==> src/rtl/bcd_timer_multi_pkg.sv <==
// Shared definitions for the BCD countdown/stopwatch timer.
//   timer_state_t : FSM states (IDLE, RUN, PAUSE, DONE)
//   BCD_MAX9/5    : per-digit maximum values
//   digit_max()   : maximum value for a digit index under the chosen radix
package bcd_timer_multi_pkg;

    typedef enum logic [1:0] {
        ST_IDLE  = 2'd0,
        ST_RUN   = 2'd1,
        ST_PAUSE = 2'd2,
        ST_DONE  = 2'd3
    } timer_state_t;

    localparam logic [3:0] BCD_MAX9 = 4'd9;
    localparam logic [3:0] BCD_MAX5 = 4'd5;

    // Digits 1 and 3 are the tens of seconds / tens of minutes in min:sec mode.
    function automatic logic [3:0] digit_max(input int unsigned idx, input bit sexagesimal);
        return (sexagesimal && (idx == 1 || idx == 3)) ? BCD_MAX5 : BCD_MAX9;
    endfunction

endpackage

==> src/rtl/bcd_digit_cell.sv <==
// One BCD digit of the timer.
//   clk, rst   : clock, asynchronous active-high reset
//   clr        : synchronous clear to zero (highest priority)
//   edit_inc/_dec : single-cycle edit requests, wrap within the digit, cancel if both
//   step_en    : count step in progress; digit moves only when cin is also high
//   dir_up     : 1 = increment/carry, 0 = decrement/borrow
//   cin, cout  : ripple carry (up) or borrow (down)
//   max        : largest legal value of this digit (9 or 5)
//   digit      : current value; at_zero / at_max flag the two extremes
module bcd_digit_cell (
    input  logic       clk,
    input  logic       rst,
    input  logic       clr,
    input  logic       edit_inc,
    input  logic       edit_dec,
    input  logic       step_en,
    input  logic       dir_up,
    input  logic       cin,
    input  logic [3:0] max,
    output logic [3:0] digit,
    output logic       cout,
    output logic       at_zero,
    output logic       at_max
);

    assign at_zero = (digit == '0);
    assign at_max  = (digit == max);
    // Carry/borrow ripples through regardless of step_en so the chain's
    // far end also tells the top level whether the value is already terminal.
    assign cout    = cin & (dir_up ? at_max : at_zero);

    always_ff @(posedge clk or posedge rst) begin
        if (rst) begin
            digit <= '0;
        end else if (clr) begin
            digit <= '0;
        end else if (step_en && cin) begin
            if (dir_up)
                digit <= at_max ? '0 : digit + 4'd1;
            else
                digit <= at_zero ? max : digit - 4'd1;
        end else if (edit_inc && !edit_dec) begin
            digit <= at_max ? '0 : digit + 4'd1;
        end else if (edit_dec && !edit_inc) begin
            digit <= at_zero ? max : digit - 4'd1;
        end
    end

endmodule

==> src/rtl/bcd_timer_multi.sv <==
// Digit-editable BCD countdown timer / stopwatch driving a 7-seg data bus.
//   Clk, Reset          : clock, asynchronous active-high reset
//   cnt_inc, cnt_dec    : per-digit edit levels (rising edge = one edit)
//   mode_up             : 0 = count down to zero, 1 = count up to full scale
//   start_flag          : start (IDLE), resume (PAUSE), acknowledge (DONE)
//   pause_flag          : RUN -> PAUSE
//   reset_flag          : synchronous clear to zero / IDLE
//   Data                : BCD value, digit 0 in [3:0]
//   running             : high in RUN
//   done_pulse, alarm   : expiry strobe and latched expiry flag
module bcd_timer_multi
    import bcd_timer_multi_pkg::*;
#(
    parameter int NUM_DIGITS  = 8,
    parameter int TICK_DIV    = 50_000_000,
    parameter int SEXAGESIMAL = 0
) (
    input  logic                    Clk,
    input  logic                    Reset,
    input  logic [NUM_DIGITS-1:0]   cnt_inc,
    input  logic [NUM_DIGITS-1:0]   cnt_dec,
    input  logic                    mode_up,
    input  logic                    start_flag,
    input  logic                    pause_flag,
    input  logic                    reset_flag,
    output logic [4*NUM_DIGITS-1:0] Data,
    output logic                    running,
    output logic                    done_pulse,
    output logic                    alarm
);

    localparam int             PW         = $clog2(TICK_DIV);
    localparam logic [PW-1:0]  PRESC_LAST = PW'(TICK_DIV - 1);
    localparam logic [3:0]     DIGIT0_MAX = digit_max(0, SEXAGESIMAL != 0);

    timer_state_t          state;
    logic [PW-1:0]         presc;
    logic                  dir_up;
    logic [NUM_DIGITS-1:0] inc_q, dec_q, inc_edge, dec_edge;
    logic [NUM_DIGITS-1:0] at_zero, at_max;
    logic [NUM_DIGITS:0]   chain;
    logic                  edit_ok, strobe, step_en;
    logic                  terminal_now, terminal_next, expire;
    logic                  rest_zero, rest_max, start_ok;

    always_ff @(posedge Clk or posedge Reset) begin
        if (Reset) begin
            inc_q <= '0;
            dec_q <= '0;
        end else begin
            inc_q <= cnt_inc;
            dec_q <= cnt_dec;
        end
    end

    assign edit_ok  = (state == ST_IDLE) || (state == ST_PAUSE);
    assign inc_edge = cnt_inc & ~inc_q & {NUM_DIGITS{edit_ok}};
    assign dec_edge = cnt_dec & ~dec_q & {NUM_DIGITS{edit_ok}};

    assign strobe   = (state == ST_RUN) && !reset_flag && !pause_flag && (presc == PRESC_LAST);
    assign chain[0] = 1'b1;

    // With cin tied high at digit 0, the end of the ripple chain is set
    // exactly when every digit is already at the terminal value.
    assign terminal_now = chain[NUM_DIGITS];
    assign step_en      = strobe && !terminal_now;

    // Expiry must be known before the step lands so done_pulse/alarm rise
    // on the same edge as Data reaches the terminal value.
    always_comb begin
        rest_zero = 1'b1;
        rest_max  = 1'b1;
        for (int unsigned i = 1; i < NUM_DIGITS; i++) begin
            rest_zero &= at_zero[i];
            rest_max  &= at_max[i];
        end
        terminal_next = dir_up ? (rest_max  && Data[3:0] == DIGIT0_MAX - 4'd1)
                               : (rest_zero && Data[3:0] == 4'd1);
    end

    assign expire   = strobe && (terminal_now || terminal_next);
    assign start_ok = mode_up || !(&at_zero);

    for (genvar g = 0; g < NUM_DIGITS; g++) begin : g_digit
        bcd_digit_cell u_cell (
            .clk      (Clk),
            .rst      (Reset),
            .clr      (reset_flag),
            .edit_inc (inc_edge[g]),
            .edit_dec (dec_edge[g]),
            .step_en  (step_en),
            .dir_up   (dir_up),
            .cin      (chain[g]),
            .max      (digit_max(g, SEXAGESIMAL != 0)),
            .digit    (Data[4*g +: 4]),
            .cout     (chain[g+1]),
            .at_zero  (at_zero[g]),
            .at_max   (at_max[g])
        );
    end

    always_ff @(posedge Clk or posedge Reset) begin
        if (Reset) begin
            state      <= ST_IDLE;
            presc      <= '0;
            dir_up     <= 1'b0;
            running    <= 1'b0;
            done_pulse <= 1'b0;
            alarm      <= 1'b0;
        end else begin
            done_pulse <= 1'b0;
            if (reset_flag) begin
                state   <= ST_IDLE;
                presc   <= '0;
                running <= 1'b0;
                alarm   <= 1'b0;
            end else begin
                unique case (state)
                    ST_IDLE: begin
                        if (!pause_flag && start_flag && start_ok) begin
                            state   <= ST_RUN;
                            presc   <= '0;
                            dir_up  <= mode_up;
                            running <= 1'b1;
                            alarm   <= 1'b0;
                        end
                    end
                    ST_RUN: begin
                        if (pause_flag) begin
                            state   <= ST_PAUSE;
                            running <= 1'b0;
                        end else if (strobe) begin
                            presc <= '0;
                            if (expire) begin
                                state      <= ST_DONE;
                                running    <= 1'b0;
                                done_pulse <= 1'b1;
                                alarm      <= 1'b1;
                            end
                        end else begin
                            presc <= presc + PW'(1);
                        end
                    end
                    ST_PAUSE: begin
                        if (!pause_flag && start_flag) begin
                            state   <= ST_RUN;
                            running <= 1'b1;
                        end
                    end
                    ST_DONE: begin
                        if (!pause_flag && start_flag) begin
                            state <= ST_IDLE;
                            alarm <= 1'b0;
                        end
                    end
                    default: state <= ST_IDLE;
                endcase
            end
        end
    end

endmodule

==> config.mk <==
export PLATFORM = sky130hd
export DESIGN_NAME = bcd_timer_multi
export DESIGN_NICKNAME = d
export VERILOG_FILES = /design/src/rtl/bcd_timer_multi_pkg.sv /design/src/rtl/bcd_digit_cell.sv /design/src/rtl/bcd_timer_multi.sv
export SDC_FILE = /design/constraint.sdc
export NUM_CORES = 1
export LEC_CHECK = 0
export CORE_MARGIN = 2
export CORE_UTILIZATION = 50
export DETAILED_ROUTE_END_ITERATION = 10
export PLACE_DENSITY_LB_ADDON = 0.1
export RECOVER_POWER = 50
export SYNTH_ARGS = -nofsm -noshare
export SYNTH_HDL_FRONTEND = slang
export SYNTH_HIERARCHICAL = 1
export SYNTH_SLANG_ARGS = --single-unit
==> constraint.sdc <==
create_clock -name Clk -period 8.5 [get_ports Clk]
set_input_delay 2.55 -clock Clk [delete_from_list [all_inputs] [get_ports Clk]]
set_output_delay 2.55 -clock Clk [all_outputs]
set_load 0.03 [all_outputs]
# Word level (Yosys, flattened, before mapping)

Index checks and enable logic that the tools add are counted.

Logic and storage cells: 259
Output and inout bits: 35
Register bits: 80
Bits of input ports: 22

Bitwise operators: 26
Eq/ne operators: 22
Reductions and logical operators: 81
Muxes and demuxes: 97
Add/sub/neg operators: 17

Operator list:

| kind                                                                    | number |
|---|---|
| 4-bit two-way mux                                                       | 56 |
| 26-bit two-way mux                                                      | 4 |
| 26-bit case mux with 2 select lines                                     | 1 |
| 4-bit nonzero test                                                      | 10 |
| 4-bit == test, second input constant                                    | 9 |
| 4-bit by 1-bit adder with 4-bit output, second input constant           | 8 |
| 8-bit bitwise AND                                                       | 4 |
| 1-bit logical AND                                                       | 32 |
| 4-bit zero test                                                         | 8 |
| 4-bit by 1-bit subtractor with 4-bit output, second input constant      | 8 |
| 26-bit by 1-bit adder with 26-bit output, second input constant         | 1 |
| 26-bit == test, second input constant                                   | 1 |
| 1-bit two-way mux                                                       | 26 |
| 1-bit zero test                                                         | 20 |
| 1-bit bitwise AND                                                       | 19 |
| 8-bit inverter                                                          | 2 |
| 2-bit two-way mux                                                       | 7 |
| 3-bit inequality test, second input constant                            | 4 |
| 5-bit AND reduction                                                     | 2 |
| 4-bit inequality test, second input constant                            | 2 |
| 2-bit case mux with 4 select lines                                      | 1 |
| 8-bit AND reduction                                                     | 1 |
| 3-bit by 2-bit inequality test with 1-bit output, second input constant | 2 |
| 1-bit case mux with 3 select lines                                      | 2 |
| 9 further kinds                                                         | 13 |

# Depth between registers and ports, before layout

Depth after elaboration: 16
Gate-level depth with buffers: 18
Depth with buffers taken out: 18

# Modules after synthesis

The synthesis kept the hierarchy.

By module, submodules not included:

| module          | times used | cells each | seq. area each (µm²) | area an instance (µm²) |
|---|---|---|---|---|
| bcd_digit_cell  | 8          | 55         | 100.1                | 464.2 |
| bcd_timer_multi | 1          | 266        | 1201.2               | 2590.0 |

# Worst setup path after synthesis

Ideal clock, no wire load.

Path kind: input-to-reg
From: input reset_flag
To: register g_digit[0].u_cell.digit[2]
Slack: 3.563 ns
Buffers on the path: 1
Arrival time: 4.841 ns
Library setup time: 0.095 ns
Required time: 8.405 ns
Stages: 9
Cell sequence: clkbuf_1 -> nand2b_1 -> nor4_1 -> nor2b_1 -> nand2_1 -> mux2_2 -> nor2_2 -> a32oi_1 -> o31ai_1

Cells in the longest elaborated chain, start to end: 7
Elaborated cells between the ends (all ways): 8
Classes of those cells: mux: 2; reduce/logical: 6

Ends and longest elaborated chain:

| what                             | line                  | RTL |
|---|---|---|
| start: declaration               | bcd_timer_multi.sv:25 | `input logic reset_flag,` |
| 1-bit zero test *                | bcd_timer_multi.sv:60 | `assign strobe = (state == ST_RUN) && !reset_flag && !pause_flag && (presc == PRESC_LAST);` |
| 1-bit logical AND * (3 in a row) | bcd_timer_multi.sv:60 |  |
| 1-bit logical AND *              | bcd_timer_multi.sv:66 | `assign step_en = strobe && !terminal_now;` |
| via step_en                      | bcd_timer_multi.sv:42 | `logic edit_ok, strobe, step_en;` |
| 4-bit two-way mux                | bcd_digit_cell.sv:37  | `end else if (step_en && cin) begin` |
| 4-bit two-way mux                | bcd_digit_cell.sv:35  | `end else if (clr) begin` |
| end signal: assignment           | bcd_digit_cell.sv:39  | `digit <= at_max ? '0 : digit + 4'd1;` |
| end signal: assignment           | bcd_digit_cell.sv:41  | `digit <= at_zero ? max : digit - 4'd1;` |
| end signal: assignment           | bcd_digit_cell.sv:43  | `digit <= at_max ? '0 : digit + 4'd1;` |
| end: declaration                 | bcd_digit_cell.sv:20  | `output logic [3:0] digit,` |

The timed path passes the listed nets; every way through them passes the cells marked *.
A chain may end at the register's enable or synchronous reset.

# Worst setup path in the final report

From: input reset_flag
To: register presc[23]

Cells in the longest elaborated chain, start to end: 8
Elaborated cells between the ends (all ways): 12
Classes of those cells: eq/ne: 2; mux: 4; reduce/logical: 6

Ends and longest elaborated chain:

| what                                | line                   | RTL |
|---|---|---|
| 1-bit zero test                     | bcd_timer_multi.sv:60  |  |
| 1-bit logical AND (3 in a row)      | bcd_timer_multi.sv:60  |  |
| 26-bit two-way mux                  | bcd_timer_multi.sv:132 | `end else if (strobe) begin` |
| 26-bit two-way mux                  | bcd_timer_multi.sv:129 | `if (pause_flag) begin` |
| 26-bit case mux with 2 select lines | bcd_timer_multi.sv:118 | `unique case (state)` |
| 26-bit two-way mux                  | bcd_timer_multi.sv:112 | `if (reset_flag) begin` |
| end signal: assignment              | bcd_timer_multi.sv:141 | `presc <= presc + PW'(1);` |
| end: declaration                    | bcd_timer_multi.sv:37  | `logic [PW-1:0] presc;` |

Parallel ways exist; a longest one is shown, timed or not. The select of a mux whose other input is x is not followed.

==> metrics.cfg <==
[global_route]
grt_max_degree=63
track_usage_pct=24.1
grt_pass1_vias=5488
grt_pass1_wl_um=26000
antenna_found_initial=0
grt.overflow.total=0

[drt]
wl_um=15500
drcViolationCount=0
dr.pass1.iters=5
wire_per_inst_um=15.6
ant_nets=0
vias=5728
viasPerCell=5.77
drt_iter0_drc=347

[yosys]
yosysSeqAreaShare_pct=31.8
syn_area_sq_um=6300
synth.distinct_cells=58
yosys.area.top_type_share_pct=31.8
yosysTopAreaCell=dfrtp_1
synthTopCellsByArea=dfrtp_1 32%, xor2_1 5.0%, ha_1 4.2%, o31ai_1 4.2%, a21oi_1 3.7%
yosys_warnings=6
ys_seq_elements=80
synthCells=706
synth_edf_count=0
ys.flop_type=dfrtp_1
async_reset_ff_share_pct=100
avgSynthCellArea_sq_um=8.93

[setup_path]
arrival_ns=6.46
crit_required_ns=8.76
reg2regPathDepth=19
cp-start-kind=input pin
critPathCaptureType=flop
cp_max_fo=62
path_class=in -> reg

[place]
port_buffers=56
hpwl_um=11100
post-place-ws_ns=3.38
gp_congestion=0.947

[final_layout]
area_delta_synth_final_pct=18.4
multiInputGateArea_sq_um=4200
diodes=0
nets=859
final_cell_mix=80 x dfrtp_1, 67 x conb_1, 48 x inv_1, 46 x a21oi_1, 46 x dlygate4sd3_1
final_common_cell=dfrtp_1
drive_gt1_share_pct=8.53
seq_area_sq_um=2000
fillers=1126

[clock_tree]
ctsResizeCount=0
cts_tree=yes
clk_latency_ns=0.35
cts.path.max_buffers=2
post_cts_buffers=0
cts_inserted_buffers=9
cts.sinks=80
hold_buffers=0
ctsRootBufferMaster=clkbuf_16
cts.clk_slew.worst_paths_ns=0.06
htree_levels=3

[power]
p_int_mw=0.952
power_leakage_nw=3.16
swShare_pct=43.2
vdd_drop_max_mv=0.116
p_switching_mw=0.723
comb_power_share_pct=46.9
clockPowerShare_pct=22.7
p_per_area_nw_per_um2=224
seqPwrFrac_pct=30.5
p_total_mw=1.68

[sta]
timing.final.crit_share_pct=72.8
period_minus_slack_ns=6.19
slew_headroom_pct=-74.0
rsz0062_at_grt=false
maxSlewViolCount=112
fmax_ghz=0.161
setup_tns_ns=0
worstMarginPinSlew_ns=2.61
hold_violations=0
setup_ws_ns=2.31
finClkSkew_ns=0.00637
setup_viol=0

[min_path]
hold_class=reg -> reg
min_path_cells=1

[floorplanning]
num_rows=41
die_h_um=116
coreArea_sq_um=12500
die_area_sq_um=13500
ioPinCount=57
die_w_um=116
start_util_pct=50.6

[run_status]
outcome=complete, but fails checks
failed_checks=capacitance limit, slew limit

[flow_run]
cap_violations=2

-- path summary, 6_finish.rpt --
path                                             from                          to  slack, ns
min in group asynchronous                       Reset  g_digit[7].u_cell/digit[2]       2.83
setup / recovery                           reset_flag                   presc[23]       2.31
max in group asynchronous                       Reset                    presc[3]       3.67
setup reg to reg           g_digit[0].u_cell/digit[0]  g_digit[7].u_cell/digit[0]       3.41
hold reg to reg                              presc[0]                    presc[0]       0.53
hold / removal                               presc[0]                    presc[0]       0.53
-- cells in the mapped netlist (10+ instances only) --
library cell,n
a211oi_1,17
a21oi_1,46
and3_1,10
dfrtp_1,80
ha_1,21
inv_1,48
mux2_2,10
mux2i_1,11
nand2_1,41
nand2b_1,17
nand3_1,27
nand4_1,15
nor2_1,37
nor2b_1,14
nor3_1,15
nor3b_1,17
o21ai_0,23
o22ai_1,16
o31ai_1,35
or4_1,11
xor2_1,36
-- state kept, by name, summed over array words and instances (netlist names) --
register / count
g_digit.u_cell/digit: 32
presc: 26
dec_q: 8
inc_q: 8
state: 2
alarm: 1
dir_up: 1
done_pulse: 1
running: 1
-- final cells by class --
| cell class | instances | area share (%) |
|---|---|---|
| Clock inverter | 4 | 0.603 |
| Timing Repair Buffer | 61 | 7.84 |
| Clock buffer | 12 | 3.17 |
| Inverter | 48 | 2.41 |
| Tap cell | 172 | 2.88 |
| Sequential cell | 80 | 26.8 |
| Multi-Input combinational cell | 616 | 56.3 |
-- power groups by stage --
stage | registers, mW | clock network, mW | logic (mW)
floorplan | 0.545 | 0 | 0.551
global route | 0.520 | 0.406 | 0.867
finish | 0.510 | 0.380 | 0.785
CTS | 0.510 | 0.389 | 0.790
global placement | 0.514 | 0 | 0.768
detailed placement | 0.517 | 0 | 0.787
-- worst max-delay path, stage by stage --
cell	delay (ns)
buf_2	0.08
clkbuf_1	1.83
or2b_1	0.27
nor4_2	0.05
clkbuf_1	0.25
or4_4	0.73
or4_1	0.51
a21oi_1	0.15
-- cells by family (layout without fill, tap and decap cells) --
| kind of cell | Yosys count | after routing | share of synthesized area, % |
|---|---|---|---|
| muxes | 21 | 21 | 3.53 |
| adders and majority gates | 21 | 21 | 4.17 |
| other | 2 | 67 | 0.119 |
| buffers and inverters | 75 | 125 | 5.48 |
| AOI/OAI and AO/OA | 203 | 203 | 23.1 |
| DFF | 80 | 80 | 31.8 |
| xor gates and xnor gates | 43 | 43 | 5.97 |
| and+or+nand+nor | 261 | 261 | 25.9 |
-- metal layers --
metal / vias to the layer above / share of wire, % / track usage (%)
li1: 2811 / - / -
met1: 2717 / 45 / 32.0
met4: 0 / 2.0 / 9.60
met5: - / 0 / 0
met2: 173 / 48 / 39.6
met3: 27 / 4.6 / 3.68
-- through the flow --
step,utilization [%],instances,instance area (sq um),hold slack [ns]
floorplan,-,771,6550,0.476
global placement,57.7,977,7190,0.494
detailed placement,57.7,977,7190,0.509
CTS,59.9,993,7470,0.523
global route,59.9,993,7460,0.554
finish,59.9,993,7460,0.528
(Power assumes the default switching activity.)
